--- config.mk ---
export PLATFORM = sky130hd
export DESIGN_NAME = com_bus_rr_arbiter
export DESIGN_NICKNAME = d
export VERILOG_FILES = /design/src/rtl/com_bus_rr_arbiter.sv
export SDC_FILE = /design/constraint.sdc
export NUM_CORES = 1
export LEC_CHECK = 0
export CORE_ASPECT_RATIO = 0.75
export CORE_MARGIN = 2
export CORE_UTILIZATION = 51
export DETAILED_ROUTE_END_ITERATION = 12
export GPL_TIMING_DRIVEN = 1
export PLACE_DENSITY = 0.8
export SYNTH_ARGS = -nofsm -noshare
export SYNTH_HDL_FRONTEND = slang
export SYNTH_SLANG_ARGS = --single-unit
--- constraint.sdc ---
create_clock -name clk -period 3.7 [get_ports clk]
set_input_delay 1.11 -clock clk [delete_from_list [all_inputs] [get_ports clk]]
set_output_delay 1.11 -clock clk [all_outputs]
set_load 0.03 [all_outputs]
--- src/rtl/com_bus_rr_arbiter.sv ---
// Common-bus arbiter: round-robin processor ownership with a nested snoop/memory
// data-phase sub-arbiter, one-cycle turnaround and a sticky hold-timeout flag.
module com_bus_rr_arbiter #(
  parameter int unsigned NUM_PROC  = 8,
  parameter int unsigned NUM_SNOOP = 4,
  parameter int unsigned TIMEOUT   = 255
) (
  input  logic                        clk,
  input  logic                        rst,
  input  logic [NUM_PROC-1:0]         Com_Bus_Req_proc,
  input  logic [NUM_SNOOP-1:0]        Com_Bus_Req_snoop,
  input  logic                        Mem_snoop_req,
  output logic [NUM_PROC-1:0]         Com_Bus_Gnt_proc,
  output logic [NUM_SNOOP-1:0]        Com_Bus_Gnt_snoop,
  output logic                        Mem_snoop_gnt,
  output logic                        Bus_busy,
  output logic [$clog2(NUM_PROC)-1:0] Cur_owner,
  output logic                        Bus_timeout
);

  localparam int unsigned PW = $clog2(NUM_PROC);
  localparam int unsigned SW = $clog2(NUM_SNOOP);
  localparam int unsigned CW = 8;

  typedef enum logic [1:0] {IDLE, OWN, RELEASE} state_t;

  state_t        state;
  logic [PW-1:0] rr_ptr;
  logic [SW-1:0] snp_ptr;
  logic [CW-1:0] hold_cnt;

  logic          proc_found;
  logic [PW-1:0] proc_idx;
  logic          snp_found;
  logic [SW-1:0] snp_idx;
  logic          owner_req;
  logic          snp_busy;
  logic [CW-1:0] cnt_inc;
  int unsigned   pk;
  int unsigned   sk;

  // Round-robin searches starting at each pointer, ascending with wrap
  always_comb begin
    proc_found = 1'b0;
    proc_idx   = '0;
    snp_found  = 1'b0;
    snp_idx    = '0;
    pk         = 0;
    sk         = 0;
    for (int unsigned i = 0; i < NUM_PROC; i++) begin
      pk = (32'(rr_ptr) + i) % NUM_PROC;
      if (!proc_found && Com_Bus_Req_proc[PW'(pk)]) begin
        proc_found = 1'b1;
        proc_idx   = PW'(pk);
      end
    end
    for (int unsigned i = 0; i < NUM_SNOOP; i++) begin
      sk = (32'(snp_ptr) + i) % NUM_SNOOP;
      if (!snp_found && Com_Bus_Req_snoop[SW'(sk)]) begin
        snp_found = 1'b1;
        snp_idx   = SW'(sk);
      end
    end
  end

  assign owner_req = Com_Bus_Req_proc[Cur_owner];
  assign snp_busy  = (|Com_Bus_Gnt_snoop) | Mem_snoop_gnt;
  assign cnt_inc   = (hold_cnt == {CW{1'b1}}) ? hold_cnt : hold_cnt + CW'(1);

  always_ff @(posedge clk or posedge rst) begin
    if (rst) begin
      state             <= IDLE;
      rr_ptr            <= '0;
      snp_ptr           <= '0;
      hold_cnt          <= '0;
      Com_Bus_Gnt_proc  <= '0;
      Com_Bus_Gnt_snoop <= '0;
      Mem_snoop_gnt     <= 1'b0;
      Bus_busy          <= 1'b0;
      Cur_owner         <= '0;
      Bus_timeout       <= 1'b0;
    end else begin
      case (state)
        // RELEASE is the one-cycle turnaround; a pending request wins at its end
        IDLE, RELEASE: begin
          state <= IDLE;
          if (proc_found) begin
            state            <= OWN;
            Com_Bus_Gnt_proc <= NUM_PROC'(1) << proc_idx;
            Bus_busy         <= 1'b1;
            Cur_owner        <= proc_idx;
            rr_ptr           <= PW'((32'(proc_idx) + 32'd1) % NUM_PROC);
            hold_cnt         <= '0;
          end
        end
        OWN: begin
          hold_cnt <= cnt_inc;
          if (32'(cnt_inc) >= TIMEOUT) Bus_timeout <= 1'b1;
          if (!owner_req && !snp_busy) begin
            state            <= RELEASE;
            Com_Bus_Gnt_proc <= '0;
            Bus_busy         <= 1'b0;
            Cur_owner        <= '0;
          end else if (snp_busy) begin
            // Active data-phase grant is held until its request drops
            if ((|Com_Bus_Gnt_snoop) && !(|(Com_Bus_Gnt_snoop & Com_Bus_Req_snoop)))
              Com_Bus_Gnt_snoop <= '0;
            if (Mem_snoop_gnt && !Mem_snoop_req)
              Mem_snoop_gnt <= 1'b0;
          end else if (snp_found) begin
            Com_Bus_Gnt_snoop <= NUM_SNOOP'(1) << snp_idx;
            snp_ptr           <= SW'((32'(snp_idx) + 32'd1) % NUM_SNOOP);
          end else if (Mem_snoop_req) begin
            Mem_snoop_gnt <= 1'b1;
          end
        end
        default: state <= IDLE;
      endcase
    end
  end

endmodule

==> flow_summary.yaml <==
timing:
  finalMaxSlewViolations: 0
  grt_setup_unrepaired: "no"
  period_share_pct: 94.7
  tightest_slew_ns: 0.630
  max_freq_ghz: 0.285
  period_minus_slack_ns: 3.51
  skew_ns: 0.00537
  final_hold_viol_count: 0
  whs_ns: 0.476
  tns_ns: 0
  setup_viol: 0
  slew_headroom_pct: 57.9
synth:
  synth-edff-count: 0
  syn_nets: 302
  yosysTopAreaCell: "dfrtp_1"
  synth_top_area_share_pct: 30.1
  synth_cells: 275
  synth_cell_type_count: 59
  yosys-top-cells-area: "dfrtp_1 30%, mux4_2 7.4%, ha_1 5.5%, mux4_1 4.8%, mux2_2 4.5%"
  synth-main-ff-cell: "dfrtp_1"
  syn_avg_cell_area_um2: 9.98
  yosysSeqAreaShare_pct: 30.1
  synth_area_mm2: 0.00275
  ys_seq_elements: 33
  async_reset_ff_share_pct: 100
  yosysWarningCount: 0
global_routing:
  antenna_found_initial: 0
  grt_max_degree: 34
  grt_pass1_vias: 2295
  grt_pass1_wl_mm: 11.4
  grt_usage_pct: 25.1
  grt.overflow.total: 0
route:
  via_per_inst: 6.07
  first_iter_violations: 234
  drt_pass1_iterations: 5
  route.detailed.drc: 0
  postRouteAntennaNets: 0
  vias: 2518
  wl_per_cell_um: 17.1
  routed_wl_mm: 7.10
placement:
  dpl.hpwl_mm: 5.39
  dp_cells: 407
  place_congestion: 0.957
  portBuffers: 32
pwr:
  ir_drop_v: 0.000499
  p_per_area_mw_per_mm2: 1100
  p_leak_nw: 1.56
clock_tree:
  h-tree-depth: 2
  path_clk_slew_ns: 0.06
  clkLatencyLatePin_ns: 0.28
  cts_max_path_buffers: 2
  clock-sinks: 33
  cts_made_buffers: 5
  cts-root-buf: "clkbuf_8"
  cts_tree: "built"
worst_setup_path:
  startpoint: "Com_Bus_Req_proc[2]"
  reg2reg_setup_slack_ns: 0.31
  r2r-end: "rr_ptr[2]$_DFFE_PP0P_"
  end_kind: "flop"
  critPathMaxFanout: 8
  crit_type: "primary input to flop"
  worstPathArrival_ns: 3.66
  reg2reg_depth: 13
  crit_path_start_kind: "primary input"
  reg2reg_from: "rr_ptr[1]$_DFFE_PP0P_"
  required_ns: 3.86
min_path:
  hold_path_depth: 1
  min_to: "Bus_timeout$_DFFE_PP0P_"
  hp-class: "flop to flop"
  hp-start: "Bus_timeout$_DFFE_PP0P_"
finish:
  synthToLayoutAreaGrowth_pct: 26.8
  drive_gt1_share_pct: 23.5
  antenna_cells: 0
  final_cells: 415
  final_cell_mix: "36 x buf_4, 33 x dfrtp_1, 26 x nand2_1"
  layout_commonest_cell: "buf_4"
  nets: 367
run:
  drv_cap: 0
status:
  status: "complete, no violations"
die:
  core_area_mm2: 0.00527
  dieArea_mm2: 0.00599
  die_y_um: 67.5
  die_x_um: 88.7
  num_rows: 23
  pin_count: 33
  start_util_pct: 52.1
==> where the power goes <==
group | total (mW) | internal, mW | switching (mW)
Combinational | 2.91 | 1.41 | 1.50
Clock | 0.267 | 0.147 | 0.119
Sequential | 0.637 | 0.488 | 0.150
==> what timing repair did <==
action,CTS,global route
endpoints found under the setup margin,1,10
hold buffers,0,0
gates resized for setup,4,10
setup buffers,1,0
pin swaps,0,1
==> cell type report <==
type | count | area, um^2
Sequential cell | 33 | 826
Timing Repair Buffer | 68 | 603
Inverter | 13 | 48.8
Multi-Input combinational cell | 219 | 1820
Tap cell | 75 | 93.8
Clock buffer | 7 | 86.3
Fill cell | 412 | 1790
==> layer usage <==
layer  vias up  GRT usage, %  wire length (um)
li1       1181             -                 -
met1      1214          39.7              3410
met2       114          36.0              3110
met3         9          5.01               530
met4         0          3.60                57
met5         -             0                 0
==> synthesized netlist by cell type (all sizes together), types with 2 or more instances <==
cell type	instances
ha	12
a21o	4
a22o	14
nor4	2
xor2	2
clkbuf	4
o21ai	15
a211oi	4
o21a	2
a21oi	16
and3	2
mux2	11
or3	3
buf	6
and2	6
mux4	14
nand2b	5
nand3	5
a311oi	3
mux2i	9
inv	13
nor3	6
nor2b	9
a31oi	6
o2bb2ai	2
a221oi	4
nor2	19
nand2	26
dfrtp	33
o22ai	3
==> worst max path at each step <==
| stage | endpoint | slack (ns) | cells after the start |
|---|---|---|---|
| after floorplan | rr_ptr[2]$_DFFE_PP0P_ | 0.18 | 16 |
| after global routing | rr_ptr[2]$_DFFE_PP0P_ | 0.04 | 12 |
| final | rr_ptr[2]$_DFFE_PP0P_ | 0.19 | 14 |
| after CTS | rr_ptr[2]$_DFFE_PP0P_ | 0.001 | 12 |
| after global placement | rr_ptr[2]$_DFFE_PP0P_ | -0.27 | 12 |
| after detailed placement | rr_ptr[2]$_DFFE_PP0P_ | -0.31 | 14 |
==> stage by stage <==
step           total power, mW  instance area (um^2)  utilization (%)  setup slack (ns)
2_1_floorplan             2.46                  2750                -             0.177
3_3_place_gp              3.39                  3360             63.7            -0.267
3_5_place_dp              3.43                  3360             63.7            -0.312
4_1_cts                   3.74                  3450             65.6           0.00148
5_1_grt                   4.11                  3480             66.1            0.0439
6_report                  3.82                  3480             66.1             0.195
==> sequential cells by signal (all words and copies together), names as in the netlist <==
signal	cells
snp_ptr	2
hold_cnt	8
Com_Bus_Gnt_proc	8
Bus_timeout	1
Mem_snoop_gnt	1
Com_Bus_Gnt_snoop	4
Cur_owner	3
rr_ptr	3
state	2
Bus_busy	1
==> kinds of logic (layout without fill, tap and decap cells) <==
family                   after synthesis  in the layout  synth area share, %
AO/OA/AOI/OAI                         83             83                 22.9
XOR/XNOR                               3              3                 1.23
adder cells (fa/ha/maj)               12             12                 5.47
buffers and inverters                 23             88                 4.19
flip-flops                            33             33                 30.1
multiplexers                          34             34                 20.0
AND/OR/NAND/NOR                       87             87                 16.2
==> critical path: stages <==
cell and delay, ns:
dlygate4sd2_1 0.33, mux4_2 0.52, buf_4 0.18, mux2i_1 0.18
buf_4 0.16, and2_1 0.15, nand2_1 0.10, nor3_1 0.18
o22ai_1 0.13, inv_1 0.10, ha_1 0.18, ha_1 0.23
nand2_1 0.05, o21ai_1 0.05
(Power assumes the default switching activity.)
